File: src/rtl/pht_gshare_if.sv
// Prediction/update bus between the branch-prediction pipeline and the
// gshare pattern-history table. The pipeline (master) drives lookups,
// stalls and EX-stage resolutions; the table (slave) returns the prediction,
// the hashed index and the GHR checkpoint.
interface pht_gshare_if #(
    parameter int ADDR_W = 8,
    parameter int GHR_W  = 8
);
    logic              stallreq;
    logic              pred_valid;
    logic [ADDR_W-1:0] pred_pc_idx;
    logic              pred_direct;
    logic [ADDR_W-1:0] pred_index;
    logic [GHR_W-1:0]  ghr_out;
    logic              upd_valid;
    logic [ADDR_W-1:0] upd_index;
    logic              upd_taken;
    logic              upd_mispredict;
    logic [GHR_W-1:0]  upd_ghr;

    modport master (
        output stallreq, pred_valid, pred_pc_idx,
        output upd_valid, upd_index, upd_taken, upd_mispredict, upd_ghr,
        input  pred_direct, pred_index, ghr_out
    );

    modport slave (
        input  stallreq, pred_valid, pred_pc_idx,
        input  upd_valid, upd_index, upd_taken, upd_mispredict, upd_ghr,
        output pred_direct, pred_index, ghr_out
    );
endinterface

File: src/rtl/pht_gshare.sv
// Gshare pattern-history table: 2^ADDR_W saturating counters with per-entry
// valid bits, indexed by PC index XOR speculative global history.
// EX-stage updates pass through a one-entry write buffer that always drains
// on the next unstalled cycle; consecutive updates to one index chain
// through the buffer so each update is exactly one counter step.
// Optional feature macro: PHT_BYPASS_EN -- the read path also looks at the
// write buffer so an update is visible one cycle earlier.
module pht_gshare #(
    parameter int ADDR_W = 8,
    parameter int CNT_W  = 2,
    parameter int GHR_W  = 8
) (
    input  logic           clk,
    input  logic           resetn,
    pht_gshare_if.slave    bus
);
    localparam int DEPTH = 1 << ADDR_W;

    localparam logic [CNT_W-1:0] CNT_MAX = {CNT_W{1'b1}};
    localparam logic [CNT_W-1:0] CNT_MIN = {CNT_W{1'b0}};
    localparam logic [CNT_W-1:0] WEAK_T  = {1'b1, {(CNT_W-1){1'b0}}};
    localparam logic [CNT_W-1:0] WEAK_NT = {1'b0, {(CNT_W-1){1'b1}}};

    // Table storage: counters carry no reset, only the valid bits do.
    logic [CNT_W-1:0]  cnt_mem [DEPTH];
    logic [DEPTH-1:0]  valid_reg;

    logic [GHR_W-1:0]  ghr_reg;
    logic [GHR_W-1:0]  ghr_next;

    logic              wb_valid_reg;
    logic [ADDR_W-1:0] wb_idx_reg;
    logic [CNT_W-1:0]  wb_cnt_reg;
    logic              wb_valid_next;
    logic [ADDR_W-1:0] wb_idx_next;
    logic [CNT_W-1:0]  wb_cnt_next;

    logic              advance;
    logic              commit;
    logic [DEPTH-1:0]  commit_onehot;
    logic [ADDR_W-1:0] ghr_ext;
    logic [ADDR_W-1:0] pred_index_w;
    logic              table_taken;
    logic              pred_dir_w;
    logic [GHR_W-1:0]  ghr_shifted;
    logic [GHR_W-1:0]  ghr_repaired;
    logic              base_from_wb;
    logic [CNT_W-1:0]  base_cnt;
    logic              base_valid;
    logic [CNT_W-1:0]  upd_cnt;

    // State only moves when out of reset and the pipeline is not stalled.
    assign advance = resetn & ~bus.stallreq;
    assign commit  = advance & wb_valid_reg;

    // Per-entry decode of the buffered index, used to set valid bits on commit.
    generate
        for (genvar gi = 0; gi < DEPTH; gi++) begin : g_commit_dec
            assign commit_onehot[gi] = commit && (wb_idx_reg == ADDR_W'(gi));
        end
    endgenerate

    // Zero-extend the history into the index width; forced to zero in reset
    // so the hashed index equals the PC index while resetn is low.
    always_comb begin
        ghr_ext = '0;
        if (resetn) begin
            ghr_ext[GHR_W-1:0] = ghr_reg;
        end
    end

    assign pred_index_w = bus.pred_pc_idx ^ ghr_ext;
    assign table_taken  = valid_reg[pred_index_w] & cnt_mem[pred_index_w][CNT_W-1];

    // Prediction read path, optionally forwarding the pending buffered write.
    always_comb begin
        pred_dir_w = table_taken;
`ifdef PHT_BYPASS_EN
        if (wb_valid_reg && (wb_idx_reg == pred_index_w)) begin
            pred_dir_w = wb_cnt_reg[CNT_W-1];
        end
`endif
    end

    assign bus.pred_direct = resetn & pred_dir_w;
    assign bus.pred_index  = pred_index_w;
    assign bus.ghr_out     = resetn ? ghr_reg : '0;

    // History shift operands; a one-bit history is just the latest outcome.
    generate
        if (GHR_W == 1) begin : g_ghr_one
            assign ghr_shifted  = bus.pred_direct;
            assign ghr_repaired = bus.upd_taken;
        end else begin : g_ghr_wide
            assign ghr_shifted  = {ghr_reg[GHR_W-2:0], bus.pred_direct};
            assign ghr_repaired = {bus.upd_ghr[GHR_W-2:0], bus.upd_taken};
        end
    endgenerate

    // Next history: mispredict repair wins over the speculative shift.
    always_comb begin
        ghr_next = ghr_reg;
        if (bus.upd_valid && bus.upd_mispredict) begin
            ghr_next = ghr_repaired;
        end else if (bus.pred_valid) begin
            ghr_next = ghr_shifted;
        end
    end

    // Update arithmetic: base comes from the buffer when it holds the same
    // index (its value has not reached the table yet), else from the table.
    always_comb begin
        base_from_wb = wb_valid_reg && (wb_idx_reg == bus.upd_index);
        base_cnt     = base_from_wb ? wb_cnt_reg : cnt_mem[bus.upd_index];
        base_valid   = base_from_wb | valid_reg[bus.upd_index];
        upd_cnt      = base_cnt;
        if (!base_valid) begin
            upd_cnt = bus.upd_taken ? WEAK_T : WEAK_NT;
        end else if (bus.upd_taken) begin
            upd_cnt = (base_cnt == CNT_MAX) ? CNT_MAX : base_cnt + 1'b1;
        end else begin
            upd_cnt = (base_cnt == CNT_MIN) ? CNT_MIN : base_cnt - 1'b1;
        end
    end

    // Next buffer contents: every unstalled cycle drains the old entry and
    // loads whatever update is presented (or empties the buffer).
    always_comb begin
        wb_valid_next = wb_valid_reg;
        wb_idx_next   = wb_idx_reg;
        wb_cnt_next   = wb_cnt_reg;
        if (!bus.stallreq) begin
            wb_valid_next = bus.upd_valid;
            wb_idx_next   = bus.upd_index;
            wb_cnt_next   = upd_cnt;
        end
    end

    // Control state: history, buffer and valid bits, with synchronous reset.
    always_ff @(posedge clk) begin
        if (!resetn) begin
            ghr_reg      <= '0;
            wb_valid_reg <= 1'b0;
            valid_reg    <= '0;
        end else begin
            if (!bus.stallreq) begin
                ghr_reg <= ghr_next;
            end
            wb_valid_reg <= wb_valid_next;
            valid_reg    <= valid_reg | commit_onehot;
        end
    end

    // Buffer payload needs no reset; it is qualified by wb_valid_reg.
    always_ff @(posedge clk) begin
        wb_idx_reg <= wb_idx_next;
        wb_cnt_reg <= wb_cnt_next;
    end

    // Counter array write port: drain the buffer into the table.
    always_ff @(posedge clk) begin
        if (commit) begin
            cnt_mem[wb_idx_reg] <= wb_cnt_reg;
        end
    end
endmodule

File: src/flat_wrapper.sv
// flat-port wrapper written by rule: the top's interface ports become plain ports
module pht_gshare_flat 
#(
    parameter int ADDR_W = 8,
    parameter int CNT_W  = 2,
    parameter int GHR_W  = 8
)
  (clk, resetn, bus_stallreq, bus_pred_valid, bus_pred_pc_idx, bus_upd_valid, bus_upd_index, bus_upd_taken, bus_upd_mispredict, bus_upd_ghr, bus_pred_direct, bus_pred_index, bus_ghr_out);
  pht_gshare_if #(.ADDR_W(ADDR_W), .GHR_W(GHR_W)) bus_i ();
  input  logic clk;
  input  logic resetn;
  input wire logic [$bits(bus_i.stallreq)-1:0] bus_stallreq;
  input wire logic [$bits(bus_i.pred_valid)-1:0] bus_pred_valid;
  input wire logic [$bits(bus_i.pred_pc_idx)-1:0] bus_pred_pc_idx;
  input wire logic [$bits(bus_i.upd_valid)-1:0] bus_upd_valid;
  input wire logic [$bits(bus_i.upd_index)-1:0] bus_upd_index;
  input wire logic [$bits(bus_i.upd_taken)-1:0] bus_upd_taken;
  input wire logic [$bits(bus_i.upd_mispredict)-1:0] bus_upd_mispredict;
  input wire logic [$bits(bus_i.upd_ghr)-1:0] bus_upd_ghr;
  output wire logic [$bits(bus_i.pred_direct)-1:0] bus_pred_direct;
  output wire logic [$bits(bus_i.pred_index)-1:0] bus_pred_index;
  output wire logic [$bits(bus_i.ghr_out)-1:0] bus_ghr_out;
  assign bus_i.stallreq = bus_stallreq;
  assign bus_i.pred_valid = bus_pred_valid;
  assign bus_i.pred_pc_idx = bus_pred_pc_idx;
  assign bus_i.upd_valid = bus_upd_valid;
  assign bus_i.upd_index = bus_upd_index;
  assign bus_i.upd_taken = bus_upd_taken;
  assign bus_i.upd_mispredict = bus_upd_mispredict;
  assign bus_i.upd_ghr = bus_upd_ghr;
  assign bus_pred_direct = bus_i.pred_direct;
  assign bus_pred_index = bus_i.pred_index;
  assign bus_ghr_out = bus_i.ghr_out;
  pht_gshare #(.ADDR_W(ADDR_W), .CNT_W(CNT_W), .GHR_W(GHR_W)) u_core (.clk(clk), .resetn(resetn), .bus(bus_i));
endmodule
File: config.mk
export PLATFORM = sky130hd
export DESIGN_NAME = pht_gshare_flat
export DESIGN_NICKNAME = d
export VERILOG_FILES = /design/src/rtl/pht_gshare_if.sv /design/src/rtl/pht_gshare.sv /design/src/flat_wrapper.sv
export SDC_FILE = /design/constraint.sdc
export NUM_CORES = 1
export LEC_CHECK = 0
export BUFFER_PORTS_ARGS = -buffer_cell sky130_fd_sc_hd__buf_2
export CELL_PAD_IN_SITES_DETAIL_PLACEMENT = 0
export CELL_PAD_IN_SITES_GLOBAL_PLACEMENT = 1
export CORE_ASPECT_RATIO = 0.5
export CORE_MARGIN = 1
export CORE_UTILIZATION = 47
export CTS_CLUSTER_DIAMETER = 50
export DETAILED_ROUTE_END_ITERATION = 12
export PLACE_DENSITY_LB_ADDON = 0.1
export REMOVE_ABC_BUFFERS = 1
export SLEW_MARGIN = 10
export SYNTH_ARGS = -nofsm -noshare
export SYNTH_HDL_FRONTEND = slang
export SYNTH_SLANG_ARGS = --single-unit
File: constraint.sdc
create_clock -name clk -period 4.5 [get_ports clk]
set_input_delay 0.45 -clock clk [delete_from_list [all_inputs] [get_ports clk]]
set_output_delay 0.45 -clock clk [all_outputs]
set_load 0.005 [all_outputs]
==> results of run 1 <==
layer usage:
metal / vias up / track usage, %
met5: - / 0
li1: 11520 / -
met3: 222 / 9.455
met2: 1676 / 49.68
met4: 0 / 9.891
met1: 14000 / 49.78
area by class of cell:
cell class | count | area share, %
antenna | 1 | 0.006184
clock buffer | 106 | 5.204
clock inverter | 28 | 0.7946
inverter | 34 | 0.3618
multi-input combinational | 2016 | 34.70
sequential | 787 | 51.86
tap | 1022 | 3.160
timing repair buffer | 191 | 3.911
report_power, final:
part	leakage (nW)	switching, mW	internal [mW]	total, mW
logic	5.39	1.13	0.474	1.60
clock network	1.18	2.87	3.62	6.49
registers	6.84	0.0366	7.79	7.82
total	13.4	4.03	11.9	15.9
per-stage QoR:
stage               area (µm²)  TNS [ps]
finish                   40470         0
CTS                      40440         0
global route             40460         0
detailed placement       37990         0
floorplan                35110    -77880
global placement         37990         0
placed cells by master, fill, tap and decap left out, types with 15 or more instances in the layout:
cell	instances
sky130_fd_sc_hd__a211oi_1	17
sky130_fd_sc_hd__a21oi_1	49
sky130_fd_sc_hd__a221oi_1	27
sky130_fd_sc_hd__a22oi_1	40
sky130_fd_sc_hd__a311oi_1	36
sky130_fd_sc_hd__a31oi_1	19
sky130_fd_sc_hd__and3_1	31
sky130_fd_sc_hd__buf_12	19
sky130_fd_sc_hd__buf_2	43
sky130_fd_sc_hd__buf_4	126
sky130_fd_sc_hd__clkbuf_1	22
sky130_fd_sc_hd__clkbuf_16	77
sky130_fd_sc_hd__dfxtp_1	262
sky130_fd_sc_hd__edfxtp_1	522
sky130_fd_sc_hd__inv_1	29
sky130_fd_sc_hd__mux2i_1	80
sky130_fd_sc_hd__mux4_1	24
sky130_fd_sc_hd__mux4_2	165
sky130_fd_sc_hd__nand2_1	207
sky130_fd_sc_hd__nand3_1	100
sky130_fd_sc_hd__nand3b_1	15
sky130_fd_sc_hd__nand4_1	25
sky130_fd_sc_hd__nor2_1	814
sky130_fd_sc_hd__nor2b_1	20
sky130_fd_sc_hd__nor3_1	25
sky130_fd_sc_hd__nor4_1	19
sky130_fd_sc_hd__o21ai_0	61
sky130_fd_sc_hd__o22ai_1	24
timing repair:
item	in CTS	in global routing
pin swaps	0	1
gates resized for setup	8	7
hold buffers	0	0
setup endpoints to repair	1	1
worst max-delay path: stages, from the launching register on:
cell and delay, ps:
sky130_fd_sc_hd__dfxtp_2 460, sky130_fd_sc_hd__a21bo_2 160, sky130_fd_sc_hd__and2_1 220, sky130_fd_sc_hd__buf_4 260, sky130_fd_sc_hd__nand2_1 410, sky130_fd_sc_hd__a311oi_1 490
sky130_fd_sc_hd__or4_1 270, sky130_fd_sc_hd__a221oi_1 110, sky130_fd_sc_hd__o221a_2 270, sky130_fd_sc_hd__or4_1 490, sky130_fd_sc_hd__buf_2 170
cells by family after synthesis:
logic type,after synthesis,synth area share [%]
AO/OA/AOI/OAI,408,8.334
multiplexers,279,14.52
buffers and inverters,253,3.443
XOR/XNOR,18,0.4766
flip-flops,787,57.91
AND/OR/NAND/NOR,1311,15.32
final timing paths:
path                                  startpoint  depth (start not counted)                          endpoint
hold / removal                      bus_stallreq                          3  u_core.wb_valid_reg$_SDFFE_PN0N_
setup / recovery  u_core.ghr_reg[1]$_SDFFE_PN0P_                         10                   bus_pred_direct
hold reg to reg   u_core.valid_reg[1]$_SDFF_PN0_                          2    u_core.valid_reg[1]$_SDFF_PN0_
setup reg to reg  u_core.ghr_reg[0]$_SDFFE_PN0P_                         12    u_core.ghr_reg[0]$_SDFFE_PN0P_
==> impl_summary.log, run 1 <==
[metrics] result of the run: finished, final reports clean
[metrics] minimum setup slack among reg-to-reg paths: 1000 ps
[metrics] H-tree level count: 3
[metrics] utilization after layout: 53.46%
[metrics] Syn-to-layout area delta: 11.70%
[metrics] Filler Cells Inserted: 6,613
[metrics] clock network latency to the later pin of the worst-skew pair: 670 ps
[metrics] placer congestion estimate: 0.9785
[metrics] cell type with the highest aggregate area in the netlist: sky130_fd_sc_hd__edfxtp_1
[metrics] footprint of the multi-input gates: 14,040 µm²
[metrics] upper clock frequency limit: 0.2246 GHz
[metrics] Worst Setup End Kind: output pin
[metrics] final cycle utilization of the critical path: 98.93%
[metrics] final worst path period need: 4452 ps
[metrics] areal power density over the cells: 393.3 nW/µm²
[metrics] cell with the most instances after synthesis: sky130_fd_sc_hd__nor2_1
[metrics] drt wl/cell: 31.92 µm
[metrics] sequential fraction of the synthesis area: 57.91%
[metrics] met2 WL post-DR: 56.59 mm
[metrics] signal arrival time at the worst endpoint: 4000 ps
[metrics] pre-CTS worst setup slack: 210.6 ps
[metrics] global-route usage over all layers: 34.15%
[metrics] maximum ir drop on the vdd rail: 302.7 µV
[metrics] total DRC errors in the routed layout: 0
[metrics] library cells used by synthesis: 86
[metrics] Port Buffer Count: 46
[metrics] Vias/cell: 6.552
[metrics] met3 wire length: 16.78 mm
[metrics] setup-violating endpoint count in the final report: 0
[metrics] clock tree from TritonCTS: built
[metrics] final max-slew violation count: 0
[metrics] Max Used Layer: met4
[metrics] Synth Warn #: 0
[metrics] number of synthesized register bits: 787
[metrics] clock transition time at the flip-flop clock pins of the worst setup and hold paths: 60 ps
[metrics] startpoint types: register
[metrics] global route total overflow: 0
[metrics] number of nets in the finished design: 3,135
[metrics] largest fanout on the critical path: 12
[metrics] antenna violations before repair: 4
[metrics] Metal-1 WL: 56.22 mm
[metrics] chip height: 198.3 µm
[metrics] number of global-route vias before repair: 25,940
[metrics] worst slew slack as a fraction of its limit: 11.02%
[metrics] LEAKAGE: 13.41 nW
[metrics] post-synthesis instance total: 3,056
[metrics] WP data required: 4050 ps
[metrics] placeable core region: 75,690 µm²
[metrics] setup slack after layout: 48.23 ps
[metrics] number of flip-flops under the largest register name: 512
[metrics] layout cell share with drive strength beyond 1: 16.35%
[metrics] share of flip-flops with an asynchronous set or reset: 0%
[metrics] top-area cell type share of the netlist area: 43.27%
[metrics] synthesized area per cell: 11.85 µm²
[metrics] number of rows created at floorplan: 71
[metrics] count of antenna-violating nets left after detailed routing: 0
[metrics] total count of hold-check failures in the final report: 0
[metrics] Sequential Area: 20,990 µm²
[metrics] number of max-cap violations: 0
[metrics] unrepaired setup endpoints after global routing: false
[metrics] worst slew pin tran: 1329 ps
[metrics] leading cell types by total area after synthesis: sky130_fd_sc_hd__edfxtp_1, sky130_fd_sc_hd__dfxtp_1, sky130_fd_sc_hd__mux4_2
[metrics] final non-filler cell total: 4,185
[metrics] largest net degree at the start of global routing: 257
[metrics] clk_skew: 26.85 ps
[metrics] clock root cell: sky130_fd_sc_hd__clkbuf_16
[metrics] starting DRC count in detailed routing: 3,912
[metrics] starting density of the core: 47.87%
[metrics] clock buffer depth: 3
[metrics] DIE WIDTH: 394.6 µm
[metrics] Final Power: 15.92 mW
[metrics] post-CTS repair timing setup buffer count: 0
[metrics] total CTS buffers: 74
[metrics] list of most frequent post-synthesis cells: sky130_fd_sc_hd__nor2_1, sky130_fd_sc_hd__edfxtp_1, sky130_fd_sc_hd__dfxtp_1
[metrics] clock sink count: 787
[metrics] critical setup path kind: reg2out
[metrics] DR pass1 iterations: 6
[metrics] first-pass GRT wire length: 189.1 mm
[metrics] DRT Wirelength: 133.6 mm
[metrics] Post-Place Cells: 4,050
[metrics] via count of the routed design: 27,420
[metrics] EDFF count, synth: 522
[metrics] final hold slack: 92.86 ps
[metrics] kind of path behind the tightest hold check: in2reg
[metrics] post-detailed-placement half-perimeter wirelength: 89.78 mm
[metrics] post-synthesis cell area: 36,230 µm²
[metrics] die footprint: 78,260 µm²
[metrics] leading register cell type out of synthesis: sky130_fd_sc_hd__edfxtp_1
[metrics] Ports: 48
Note: power is estimated with default switching activity, not from simulation.
==> inputs of run 2 (changes only) <==
--- a/config.mk
+++ b/config.mk
@@ -6,6 +6,7 @@
 export NUM_CORES = 1
 export LEC_CHECK = 0
 export BUFFER_PORTS_ARGS = -buffer_cell sky130_fd_sc_hd__buf_2
+export CAP_MARGIN = 30
 export CELL_PAD_IN_SITES_DETAIL_PLACEMENT = 0
 export CELL_PAD_IN_SITES_GLOBAL_PLACEMENT = 1
 export CORE_ASPECT_RATIO = 0.5
==> constraint.sdc (replaced) <==
create_clock -name clk -period 4.5 [get_ports clk]
set_input_delay 0.9 -clock clk [delete_from_list [all_inputs] [get_ports clk]]
set_output_delay 0.9 -clock clk [all_outputs]
set_load 0.005 [all_outputs]
==> run 2 against run 1 <==
Compared with the run above:
- the flow now finishes with violations (negative setup slack)
- clock power rose by 1%
- combinational power is 19% higher
- register-to-register slack is essentially flat
- worst hold slack improved by 400 ps
- die area stayed put
- design area is 4.9% higher
- worst setup slack got worse by 310 ps
- first-iteration DRC count grew 5.0%
- sequential power hardly changed
- count of clock-buffer cells in the layout decreased by 5
- global-route usage increased by 1.4 points
==> impl_summary.log, run 2 (synthesis results as in run 1) <==
[metrics] result of the run: finished, violations left
[metrics] failing checks: negative setup slack
[metrics] clock transition time at the flip-flop clock pins of the worst setup and hold paths: 60 ps
[metrics] clock tree from TritonCTS: built
[metrics] number of global-route vias before repair: 26,900
[metrics] layout cell share with drive strength beyond 1: 21.14%
[metrics] Final Power: 16.30 mW
[metrics] setup slack after layout: -257.7 ps
[metrics] clock network latency to the later pin of the worst-skew pair: 660 ps
[metrics] post-detailed-placement half-perimeter wirelength: 96.40 mm
[metrics] Max stage delay cell, worst path: sky130_fd_sc_hd__or4_4
[metrics] Port Buffer Count: 46
[metrics] upper clock frequency limit: 0.2102 GHz
[metrics] most frequent cells in the layout: sky130_fd_sc_hd__nor2_1, sky130_fd_sc_hd__edfxtp_1, sky130_fd_sc_hd__buf_4
[metrics] die footprint: 78,260 µm²
[metrics] Worst Setup End Kind: output pin
[metrics] number of flip-flops under the largest register name: 512
[metrics] Ports: 48
[metrics] Critical Path Most Common Cell: sky130_fd_sc_hd__buf_4
[metrics] DR pass1 iterations: 6
[metrics] largest fanout on the critical path: 7
[metrics] cell depth of the worst hold path: 2
[metrics] cells along the critical path: buf_2, a21bo_2, and2_1, buf_4, buf_4, nand2_1, buf_12, o21ai_0, a311o_1, a31o_4, o221a_4, or4_4, buf_6
[metrics] worst slew slack as a fraction of its limit: 21.00%
[metrics] endpoint of the worst register-to-register path: u_core.ghr_reg[0]$_SDFFE_PN0P_
[metrics] buffering stage count on the worst path with inverters included: 5
[metrics] starting density of the core: 47.87%
[metrics] WP data required: 3600 ps
[metrics] Syn-to-layout area delta: 17.19%
[metrics] count of antenna-violating nets left after detailed routing: 0
[metrics] global route total overflow: 0
[metrics] signal arrival time at the worst endpoint: 3860 ps
[metrics] final cycle utilization of the critical path: 105.7%
[metrics] kind of path behind the tightest hold check: reg2reg
[metrics] placer congestion estimate: 0.9847
[metrics] setup-violating endpoint count in the final report: 1
[metrics] H-tree level count: 3
[metrics] number of nets in the finished design: 3,307
[metrics] R2R depth: 12
[metrics] start point of the critical path: bus_pred_pc_idx[1]
[metrics] maximum ir drop on the vdd rail: 295.4 µV
[metrics] pre-CTS worst setup slack: -733.9 ps
[metrics] clock root cell: sky130_fd_sc_hd__clkbuf_16
[metrics] Min-Delay Endpoint: u_core.valid_reg[91]$_SDFF_PN0_
[metrics] number of rows created at floorplan: 71
[metrics] drt wl/cell: 31.75 µm
[metrics] critical hold path startpoint: u_core.valid_reg[91]$_SDFF_PN0_
[metrics] total count of hold-check failures in the final report: 0
[metrics] clock sink count: 787
[metrics] launch instance of the worst register-to-register path: u_core.ghr_reg[0]$_SDFFE_PN0P_
[metrics] critical setup path kind: in2out
[metrics] LEAKAGE: 14.48 nW
[metrics] placeable core region: 75,690 µm²
[metrics] largest net degree at the start of global routing: 257
[metrics] number of hold buffers added after cts: 0
[metrics] first-pass GRT wire length: 196.2 mm
[metrics] areal power density over the cells: 384.0 nW/µm²
[metrics] chip height: 198.3 µm
[metrics] most frequent standard cell in the layout excluding fill and tap cells: sky130_fd_sc_hd__nor2_1
[metrics] final hold slack: 492.9 ps
[metrics] number of max-cap violations: 0
[metrics] via count of the routed design: 28,210
[metrics] family of cells with the greatest summed delay on the critical path: compound AO/OA/AOI/OAI gates
[metrics] unrepaired setup endpoints after global routing: true
[metrics] utilization after layout: 56.09%
[metrics] clk_skew: 27.18 ps
[metrics] minimum setup slack among reg-to-reg paths: 1000 ps
[metrics] DIE WIDTH: 394.6 µm
[metrics] final non-filler cell total: 4,359
[metrics] global-route usage over all layers: 35.55%
[metrics] Critical Path Max Stage Delay: 530 ps
[metrics] total CTS buffers: 72
[metrics] DRT Wirelength: 138.4 mm
[metrics] total DRC errors in the routed layout: 0
[metrics] starting DRC count in detailed routing: 4,108
[metrics] clock buffer depth: 3
[metrics] startpoint types: input pin
[metrics] final max-slew violation count: 0
[metrics] Post-Place Cells: 4,211
[metrics] Vias/cell: 6.471
[metrics] antenna violations before repair: 8
[metrics] worst slew pin tran: 1185 ps
[metrics] final worst path period need: 4758 ps
[metrics] Filler Cells Inserted: 6,517
run 2: cell types whose count changed in the layout (fill, tap and decap cells not counted), sizes merged:
cell | before | now
buf | 191 | 358
bufinv | 6 | 10
inv | 34 | 37
bufbuf | 0 | 2
clkinvlp | 4 | 2
clkbuf | 106 | 105
diode | 1 | 2
run 2: what timing repair did:
action / in CTS / in global routing
pin swaps: 7 / 12
setup endpoints to repair: 1 / 1
setup buffers: 3 / 3
cloned: 3 / 3
resized for setup: 42 / 27
endpoints found under the hold margin: 0 / 0
run 2: worst max path at each step:
stage                           end  slack (ps)  depth (start not counted)
floorplan           bus_pred_direct       -3280                          8
global placement    bus_pred_direct        -760                         14
detailed placement  bus_pred_direct        -730                         14
CTS                 bus_pred_direct        -170                         11
global route        bus_pred_direct        -270                         11
finish              bus_pred_direct        -260                         13
run 2: metrics by stage:
| step | cell area (µm²) | setup TNS, ps |
|---|---|---|
| floorplan | 35110 | -198030 |
| global placement | 39410 | -765.9 |
| finish | 42460 | -257.7 |
| global route | 42450 | -267.9 |
| CTS | 42220 | -173.9 |
| detailed placement | 39470 | -733.9 |
run 2: report_power, final:
group | internal [mW] | switching [mW] | total [mW]
Sequential | 7.78 | 0.0319 | 7.82
Combinational | 0.687 | 1.21 | 1.90
Clock | 3.76 | 2.83 | 6.58
run 2: metal layers:
layer  GRT usage, %  share of wire [%]  vias up
met3          10.16                 13      278
met2          50.75                 42     1713
met5              0             0.0058        -
met1          51.28                 42    14340
li1               -                  -    11880
met4          13.32                3.8        2
run 2: worst register-to-register path, cell delays in order (launching register included):
cell and delay (ps):
sky130_fd_sc_hd__dfxtp_4 370, sky130_fd_sc_hd__and3b_2 240, sky130_fd_sc_hd__nor2_4 200, sky130_fd_sc_hd__buf_6 180, sky130_fd_sc_hd__buf_12 160, sky130_fd_sc_hd__buf_6 260
sky130_fd_sc_hd__o21ai_0 170, sky130_fd_sc_hd__o2111a_1 300, sky130_fd_sc_hd__a211oi_1 280, sky130_fd_sc_hd__nor3_1 90, sky130_fd_sc_hd__buf_4 170, sky130_fd_sc_hd__o41ai_1 740
sky130_fd_sc_hd__a31oi_1 190
run 2: final cells by class:
type	count	area (µm²)	area share [%]
timing repair buffer	364	3341	7.868
clock buffer	101	2036	4.795
multi-input combinational	2016	14210	33.48
antenna	2	5.005	0.01179
clock inverter	32	434.2	1.023
tap	1022	1279	3.012
timing repair inverter	1	16.27	0.03831
inverter	34	142.6	0.3360
sequential	787	20990	49.44
